==> config.mk <==
export PLATFORM = sky130hd
export DESIGN_NAME = lbdr_dr
export DESIGN_NICKNAME = d
export VERILOG_FILES = /design/src/rtl/lbdr_dr.sv
export SDC_FILE = /design/constraint.sdc
export NUM_CORES = 1
export LEC_CHECK = 0
export CAP_MARGIN = 20
export CORE_MARGIN = 5
export CORE_UTILIZATION = 48
export DETAILED_ROUTE_END_ITERATION = 16
export HOLD_SLACK_MARGIN = 0.06
export MAX_ROUTING_LAYER = met4
export PLACE_DENSITY = 0.79
export SYNTH_ARGS = -nofsm -noshare
export SYNTH_HDL_FRONTEND = slang
export SYNTH_SLANG_ARGS = --single-unit
==> constraint.sdc <==
create_clock -name clk -period 2.7 [get_ports clk]
set_input_delay 0.54 -clock clk [delete_from_list [all_inputs] [get_ports clk]]
set_output_delay 0.54 -clock clk [all_outputs]
set_load 0.01 [all_outputs]
==> src/rtl/lbdr_dr.sv <==
// rtl/lbdr_dr.sv - LBDR routing unit with deroute fallback and per-packet route hold
//
// Computes the candidate output port set for each packet header from the router's
// routing bits (Rxy), connectivity bits (Cx), current address and deroute port.
// The set is latched at header time and held until the tail flit is accepted.
//
// Ports:
//   clk, rst      rising-edge clock, synchronous active-high reset
//   cfg_we        config write request, held until cfg_ack
//   cfg_rxy       new routing bits {Rsw,Rse,Rws,Rwn,Res,Ren,Rnw,Rne}
//   cfg_cx        new connectivity bits {Cs,Cw,Ce,Cn}
//   cfg_cur       new current router address {y,x}
//   cfg_dr        new deroute port, one-hot {S,W,E,N}
//   cfg_ack       one-cycle pulse, config applied
//   in_valid      flit present
//   in_ready      flit accepted when in_valid & in_ready
//   flit_id       flit type (HDR/PLD/TL)
//   dst_addr      destination {y,x}, sampled on headers only
//   port_req      candidate outputs {L,S,W,E,N}, held for the packet
//   route_valid   port_req valid for the current packet
//   route_err     one-cycle pulse, header unroutable
//   proto_err     one-cycle pulse, flit type illegal in current state

module lbdr_dr #(
   parameter int               XW      = 2,
   parameter int               YW      = 2,
   parameter logic [7:0]       RXY_RST = 8'h3C,
   parameter logic [3:0]       CX_RST  = 4'hF,
   parameter logic [XW+YW-1:0] CUR_RST = (XW+YW)'(5),
   parameter logic [3:0]       DR_RST  = 4'b0000,
   parameter logic [2:0]       HDR     = 3'b001,
   parameter logic [2:0]       PLD     = 3'b010,
   parameter logic [2:0]       TL      = 3'b100
) (
   input  logic             clk,
   input  logic             rst,
   input  logic             cfg_we,
   input  logic [7:0]       cfg_rxy,
   input  logic [3:0]       cfg_cx,
   input  logic [XW+YW-1:0] cfg_cur,
   input  logic [3:0]       cfg_dr,
   output logic             cfg_ack,
   input  logic             in_valid,
   output logic             in_ready,
   input  logic [2:0]       flit_id,
   input  logic [XW+YW-1:0] dst_addr,
   output logic [4:0]       port_req,
   output logic             route_valid,
   output logic             route_err,
   output logic             proto_err
);

   typedef enum logic [1:0] {IDLE, ROUTED, DROP} state_t;

   state_t             state;
   logic [7:0]         rxy;
   logic [3:0]         cx;
   logic [XW+YW-1:0]   cur;
   logic [3:0]         dr;

   logic [XW-1:0]      x_dst, x_cur;
   logic [YW-1:0]      y_dst, y_cur;
   logic               n1, s1, e1, w1;
   logic               go_n, go_e, go_w, go_s, go_l;
   logic [4:0]         route_set;
   logic               routable;

   logic               accept;
   logic               nxt_idle;
   logic               cfg_apply;

   // Route computation for the header on the input right now, using the
   // configuration currently in force.
   always_comb begin
      x_dst = dst_addr[XW-1:0];
      y_dst = dst_addr[XW+YW-1:XW];
      x_cur = cur[XW-1:0];
      y_cur = cur[XW+YW-1:XW];

      n1 = y_dst < y_cur;
      s1 = y_cur < y_dst;
      e1 = x_cur < x_dst;
      w1 = x_dst < x_cur;

      go_n = ((n1 & ~e1 & ~w1) | (n1 & e1 & rxy[0]) | (n1 & w1 & rxy[1])) & cx[0];
      go_e = ((e1 & ~n1 & ~s1) | (e1 & n1 & rxy[2]) | (e1 & s1 & rxy[3])) & cx[1];
      go_w = ((w1 & ~n1 & ~s1) | (w1 & n1 & rxy[4]) | (w1 & s1 & rxy[5])) & cx[2];
      go_s = ((s1 & ~e1 & ~w1) | (s1 & e1 & rxy[6]) | (s1 & w1 & rxy[7])) & cx[3];
      go_l = ~n1 & ~e1 & ~w1 & ~s1;

      route_set = 5'b00000;
      if (go_l)
         route_set = 5'b10000;
      else if (go_n | go_e | go_w | go_s)
         route_set = {1'b0, go_s, go_w, go_e, go_n};
      else
         // Dr and Cx share the {S,W,E,N} bit order, so a plain AND lines up.
         route_set = {1'b0, dr & cx};
      routable = route_set != 5'b00000;
   end

   always_comb begin
      accept   = in_valid & in_ready;
      nxt_idle = state == IDLE;
      if (accept) begin
         if (flit_id == TL)
            nxt_idle = 1'b1;
         else if (flit_id == HDR)
            nxt_idle = 1'b0;
      end
      // cfg_ack high means this request was just served; the requester is
      // still holding cfg_we only because it has not yet seen the ack.
      cfg_apply = (state == IDLE) & cfg_we & ~accept & ~cfg_ack;
   end

   always_ff @(posedge clk) begin
      if (rst) begin
         state       <= IDLE;
         rxy         <= RXY_RST;
         cx          <= CX_RST;
         cur         <= CUR_RST;
         dr          <= DR_RST;
         port_req    <= 5'b00000;
         route_valid <= 1'b0;
         route_err   <= 1'b0;
         proto_err   <= 1'b0;
         cfg_ack     <= 1'b0;
         in_ready    <= 1'b1;
      end else begin
         route_err <= 1'b0;
         proto_err <= 1'b0;
         cfg_ack   <= 1'b0;

         if (accept) begin
            if (flit_id == HDR) begin
               // A header outside IDLE truncates whatever packet was open.
               if (state != IDLE)
                  proto_err <= 1'b1;
               if (routable) begin
                  port_req    <= route_set;
                  route_valid <= 1'b1;
                  state       <= ROUTED;
               end else begin
                  port_req    <= 5'b00000;
                  route_valid <= 1'b0;
                  route_err   <= 1'b1;
                  state       <= DROP;
               end
            end else if (flit_id == PLD) begin
               if (state == IDLE)
                  proto_err <= 1'b1;
            end else if (flit_id == TL) begin
               case (state)
                  IDLE:    proto_err <= 1'b1;
                  ROUTED: begin
                     port_req    <= 5'b00000;
                     route_valid <= 1'b0;
                     state       <= IDLE;
                  end
                  default: state <= IDLE;
               endcase
            end else begin
               proto_err <= 1'b1;
            end
         end else if (cfg_apply) begin
            rxy     <= cfg_rxy;
            cx      <= cfg_cx;
            cur     <= cfg_cur;
            dr      <= cfg_dr;
            cfg_ack <= 1'b1;
         end

         // Registered ready: flits are held off next cycle while a config
         // request is pending in IDLE and has not been served.
         in_ready <= ~(nxt_idle & cfg_we & ~cfg_apply & ~cfg_ack);
      end
   end

endmodule

== Word level (Yosys, flattened, before mapping) ==
Cells that the tools add are included.

* Flip-flop bits (word level): 32
* Memories kept: 0
* Bits in latches: 0
* Memory bits (read-only): 0
* Memory bits (writable): 0
* Input port bits: 31
* Output and inout port bits: 10
* Word-level logic and storage cells: 114

* Reductions and logical operators: 11
* Add/sub/neg operators: 0
* Bitwise logic cells: 55
* Divide/modulo/power cells: 0
* Multipliers: 0
* Shift operators: 0
* Equal/unequal tests: 6
* Muxes and demuxes: 27
* Order comparisons: 4

{| class="wikitable"
|+ Operators by type and width
! kind !! count
|-
| 1-bit AND || 34
|-
| 5-bit 2-to-1 mux || 6
|-
| 1-bit 2-to-1 mux || 15
|-
| 1-bit bitwise OR || 11
|-
| 2-bit 2-to-1 mux || 5
|-
| 1-bit inverter || 9
|-
| 2-bit less-than comparator || 4
|-
| 4-bit AND reduction || 2
|-
| 2-bit nonzero test || 3
|-
| 5-bit nonzero test || 1
|-
| 4-bit AND || 1
|-
| 4-bit 2-to-1 mux || 1
|-
| 2-bit OR reduction || 2
|-
| 3-bit by 1-bit == test with 1-bit output (second input constant) || 1
|-
| 3-bit by 2-bit == test with 1-bit output (second input constant) || 1
|-
| 3-bit == test (second input constant) || 1
|-
| 3-bit OR reduction || 1
|-
| 2-bit by 1-bit == test with 1-bit output (second input constant) || 1
|-
| 2-bit zero test || 1
|-
| 2-bit by 1-bit != test with 1-bit output (second input constant) || 1
|-
| 2-bit != test (second input constant) || 1
|-
| 2-bit AND reduction || 1
|}

== Logic depth before layout (Yosys ltp) ==
* Word-level depth: 15
* Depth in mapped cells: 9
* Gate-level depth less buffers: 7

== Worst setup path before layout ==
No wires, ideal clock.

* Path kind: input port to flip-flop
* From: input dst_addr[1]
* To: register route_valid
* Cell stages on the path: 7
* Required time: 2614 ps
* Setup slack: 525 ps
* Path buffers: 1
* Library setup time: 86 ps
* Arrival: 2088 ps
* Path through: ha_1 -> and2b_1 -> o21ai_1 -> or4b_1 -> buf_2 -> and3_4 -> a221oi_2

* Cells in the longest elaborated chain, start to end: 15
* Elaborated cells between the ends (all ways): 47
* Those cells by class: order compare (2); mux (4); bitwise (40); reduce/logical (1)

{| class="wikitable"
|+ RTL lines
! element !! RTL line !! RTL
|-
| start, declared || 46 || <nowiki>input logic [XW+YW-1:0] dst_addr,</nowiki>
|-
| 2-bit less-than comparator || 82 || <nowiki>e1 = x_cur < x_dst;</nowiki>
|-
| 1-bit inverter || 85, 88, 89 ||
|-
| 1-bit AND (2 in series) || 85 || <nowiki>go_n = ((n1 & ~e1 & ~w1) | (n1 & e1 & rxy[0]) | (n1 & w1 & rxy[1])) & cx[0];</nowiki>
|-
| 1-bit bitwise OR (2 in series) || 85 ||
|-
| 1-bit AND || 85 ||
|-
| 1-bit bitwise OR (3 in series) || 94 || <nowiki>else if (go_n | go_e | go_w | go_s)</nowiki>
|-
| 4-bit 2-to-1 mux || 94 ||
|-
| 5-bit 2-to-1 mux * || 92 || <nowiki>if (go_l)</nowiki>
|-
| 5-bit nonzero test * || 99 || <nowiki>routable = route_set != 5'b00000;</nowiki>
|-
| 1-bit 2-to-1 mux * || 139 || <nowiki>if (routable) begin</nowiki>
|-
| 1-bit 2-to-1 mux * || 135 || <nowiki>if (flit_id == HDR) begin</nowiki>
|-
| end signal, assigned || 141 || <nowiki>route_valid <= 1'b1;</nowiki>
|-
| end signal, assigned || 145 || <nowiki>route_valid <= 1'b0;</nowiki>
|-
| end signal, assigned || 157 || <nowiki>route_valid <= 1'b0;</nowiki>
|-
| end, declared || 48 || <nowiki>output logic route_valid,</nowiki>
|}

Every way passes the cells marked *; elsewhere a longest branch is shown, timed or not.
A chain may end at the register's enable or synchronous reset.

== Final worst setup path ==
* From: input dst_addr[3]
* To: register port_req[1]

* Cells in the longest elaborated chain, start to end: 15
* Elaborated cells between the ends (all ways): 47
* Those cells by class: order compare (2); mux (4); bitwise (40); reduce/logical (1)

{| class="wikitable"
|+ RTL lines
! element !! RTL line !! RTL
|-
| 2-bit less-than comparator || 80 || <nowiki>n1 = y_dst < y_cur;</nowiki>
|-
| 1-bit inverter || 86, 87, 89 ||
|-
| 1-bit AND (2 in series) || 86 || <nowiki>go_e = ((e1 & ~n1 & ~s1) | (e1 & n1 & rxy[2]) | (e1 & s1 & rxy[3])) & cx[1];</nowiki>
|-
| 1-bit bitwise OR (2 in series) || 86 ||
|-
| 1-bit AND || 86 ||
|-
| 1-bit bitwise OR (3 in series) || 94 ||
|-
| 4-bit 2-to-1 mux || 94 ||
|-
| 5-bit 2-to-1 mux * || 92 ||
|-
| 5-bit nonzero test || 99 ||
|-
| 5-bit 2-to-1 mux * || 139 ||
|-
| 5-bit 2-to-1 mux * || 135 ||
|-
| end signal, assigned || 140 || <nowiki>port_req <= route_set;</nowiki>
|-
| end, declared || 47 || <nowiki>output logic [4:0] port_req,</nowiki>
|}

Marks and branches as above.

==> flow_summary_export.csv <==
group,metric,value,unit
finish,fin_nets,282,
finish,post-route-util,68.71,%
clock_network,htreeDepth,2,
pwr,p_comb_share,23.7,%
clock_network,holdBufCountCts,0,
critical_path,worstPathArrival,2.63,ns
finish,areaGrowthSynthToFinish,35.35,%
min_path,hold_depth,2,
drt,viasPerCell,5.295,
synth,synthFlopType,"dfxtp_1",
drt,dr.first_iter.drc_count,159,
synth,ys_types,44,
timing,setup_violations,0,
synth,synth_area_leaders,"dfxtp_1, nand2_1, nand3b_1",
timing,fin_crit_sh,88.93,%
synth,yosys_warnings,0,
drt,final_antenna_net_count,0,
critical_path,path_class,"input port to register",
drt,avgRoutedWirePerCell,12.46,µm
min_path,worst_hold_path_type,"register to register",
pwr,p_seq_share,49.5,%
pwr,p_per_area,486.6,nW/µm²
clock_network,insertion_delay,0.32,ns
synth,synth_top_cell_area_share,40.67,%
place,place_hpwl,2.838,mm
synth,ys_ff_latch,32,
drt,via_count,1546,
finish,num_antenna_cells,0,
critical_path,reg2reg_to,"port_req[0]",
timing,hold_viol_final,0,
finish,fin_cells,292,
job,drv_cap,0,
clock_network,cts-root-buf,"clkbuf_4",
grt,gr-usage-all-layers,18.12,%
outcome,status,"finished, final reports clean",
clock_network,cts_buffer_depth,2,
grt,grt_pass1_wl,6.147,mm
pwr,netSwitchingFraction,27.13,%
critical_path,setup.worst_path.start_class,"input port",
synth,netlist_area,1575,µm²
min_path,whs_endpoint,"cur[1]",
timing,slew_viol_final,0,
timing,final.setup.tns,0,ns
clock_network,cts_buffers,5,
pwr,power_leakage,0.8210,nW
place,io_buffers,40,
critical_path,crit_required,2.93,ns
critical_path,reg2reg_depth,8,
min_path,holdCritStartpoint,"cur[1]",
grt,gr-total-overflow,0,
drt,drt-pass1-iter-count,4,
critical_path,crit_chain,"clkdlybuf4s50_1 -> inv_1 -> ha_1 -> and2b_2 -> or3_1 -> a31oi_2 -> nand4b_1 -> a311oi_1",
critical_path,critical_path.max_stage_delay,0.46,ns
synth,synth_edf_count,0,
timing,min_period,2.401,ns
floorplan,die_w,67.29,µm
place,place_area,2073,µm²
critical_path,critPathSlowestCell,"clkdlybuf4s50_1",
grt,grt_max_degree,22,
pwr,peakVddDrop,246.8,µV
synth,synth.yosys.seq_area_share,40.67,%
place,placed_cells,284,
synth,yosysTopAreaCell,"dfxtp_1",
place,gp_congestion,0.8329,
clock_network,cts.sinks,32,
synth,async_flop_share,0,%
pwr,switching_power,0.2815,mW
clock_network,cts_tree,"yes",
finish,final_common_cell,"nand2_1",
pwr,pwr-share-clk,26.7,%
finish,final_layout_size_suffix_gt1_share,8.871,%
floorplan,start_util,50.77,%
critical_path,r2r_start,"cur[1]",
clock_network,cts_setup_buffers,0,
timing,rsz0062_at_grt,"false",
floorplan,fp.dieArea,4527,µm²
pwr,power,1.037,mW
synth,syn-num-nets,234,
critical_path,crit_path_end_kind,"register",
pwr,p_int,0.7560,mW
timing,clock.fmax,416.5,MHz
clock_network,clk_transition_reported_paths,0.09,ns
synth,syn_area_per_cell,7.916,µm²
grt,grt_pass1_vias,1459,
drt,drt-total-wl,3.637,mm
clock_network,cts_resized,0,
synth,netlist_instances,199,
floorplan,die_h,67.29,µm
floorplan,rows,20,
timing,worstMarginPinSlew,0.4870,ns
critical_path,crit_fanout,5,
drt,drc_errors,0,
timing,skew,0.004284,ns
finish,mostFrequentLayoutCells,"nand2_1, clkdlybuf4s50_1, dfxtp_1",
timing,maxSlewHeadroom,67.44,%
grt,antenna_found_initial,0,
floorplan,core-area,3103,µm²
floorplan,io_pins,41,
critical_path,rrSetupSlack,0.66,ns
finish,design_area,2132,µm²
## metal layers
| metal | vias up | global-route usage, % | wire length [µm] |
|---|---|---|---|
| li1 | 799 | - | - |
| met1 | 703 | 20.39 | 1591 |
| met2 | 40 | 31.41 | 1830 |
| met3 | 4 | 4.326 | 188 |
| met4 | 0 | 6.076 | 27 |
| met5 | - | - | 0 |
## critical path: cells and delay by family
family / cells / cell delay [ns]
AOI/OAI and AO/OA: 2 / 0.57
adders and majority gates: 1 / 0.32
buffers and inverters: 2 / 0.50
and+or+nand+nor: 3 / 0.71
## cells by family (layout without fill, tap and decap cells)
| group | count (synthesis) | in the layout | share of synthesized area, % |
|---|---|---|---|
| AOI/OAI and AO/OA | 38 | 38 | 16.36 |
| xor gates and xnor gates | 2 | 2 | 1.112 |
| and+or+nand+nor | 107 | 107 | 34.71 |
| buffers and inverters | 16 | 65 | 3.971 |
| DFF | 32 | 32 | 40.67 |
| adders and majority gates | 4 | 4 | 3.177 |
## registers in the layout, indices dropped and copies added, names as in the netlist
name	count
rxy	8
port_req	5
cur	4
cx	4
dr	4
state	2
cfg_ack	1
in_ready	1
proto_err	1
route_err	1
route_valid	1
## area by class of cell
cell class	count	area (µm²)
Timing Repair Buffer	51	483.0
Clock buffer	8	58.81
Tap cell	44	55.05
Sequential cell	32	640.6
Fill cell	292	970.9
Multi-Input combinational cell	151	872.1
Inverter	6	22.52
## power by group through the flow
stage / registers, mW / logic (mW) / clock network [mW]
after detailed placement: 0.525 / 0.247 / 0
after floorplan: 0.522 / 0.144 / 0
after global placement: 0.525 / 0.243 / 0
after CTS: 0.514 / 0.248 / 0.290
after global routing: 0.517 / 0.275 / 0.313
final: 0.514 / 0.246 / 0.277
## stage by stage
step                worst slack, ns  hold slack, ns
floorplan                    0.5253          0.4309
global placement            0.02803          0.4456
detailed placement         -0.01008          0.4549
CTS                          0.3297          0.4694
global route                 0.1462          0.4927
finish                       0.2988          0.4634
## how the worst max path moves through the flow
stage,slack (ns),end,cells past startpoint,from
after CTS,0.33,port_req[1],8,dst_addr[3]
after global routing,0.15,port_req[1],8,dst_addr[3]
after global placement,0.03,port_req[1],8,dst_addr[3]
final,0.30,port_req[1],8,dst_addr[3]
after floorplan,0.53,route_valid,7,dst_addr[1]
after detailed placement,-0.01,port_req[1],8,dst_addr[3]
## synthesized netlist by cell type (all sizes together), types with 2 or more instances
library cell,n
nand3,2
nor2b,2
nand4,4
ha,4
a31oi,3
nand3b,11
dfxtp,32
and4,2
and2b,2
nor4,2
xnor2,2
nor2,9
a21oi,15
nor3b,2
clkbuf,8
buf,2
inv,6
or3,4
nor3,4
nand2,54
o21ai,6
nand2b,2
and3,3
nand4b,2
(Power assumes the default switching activity.)
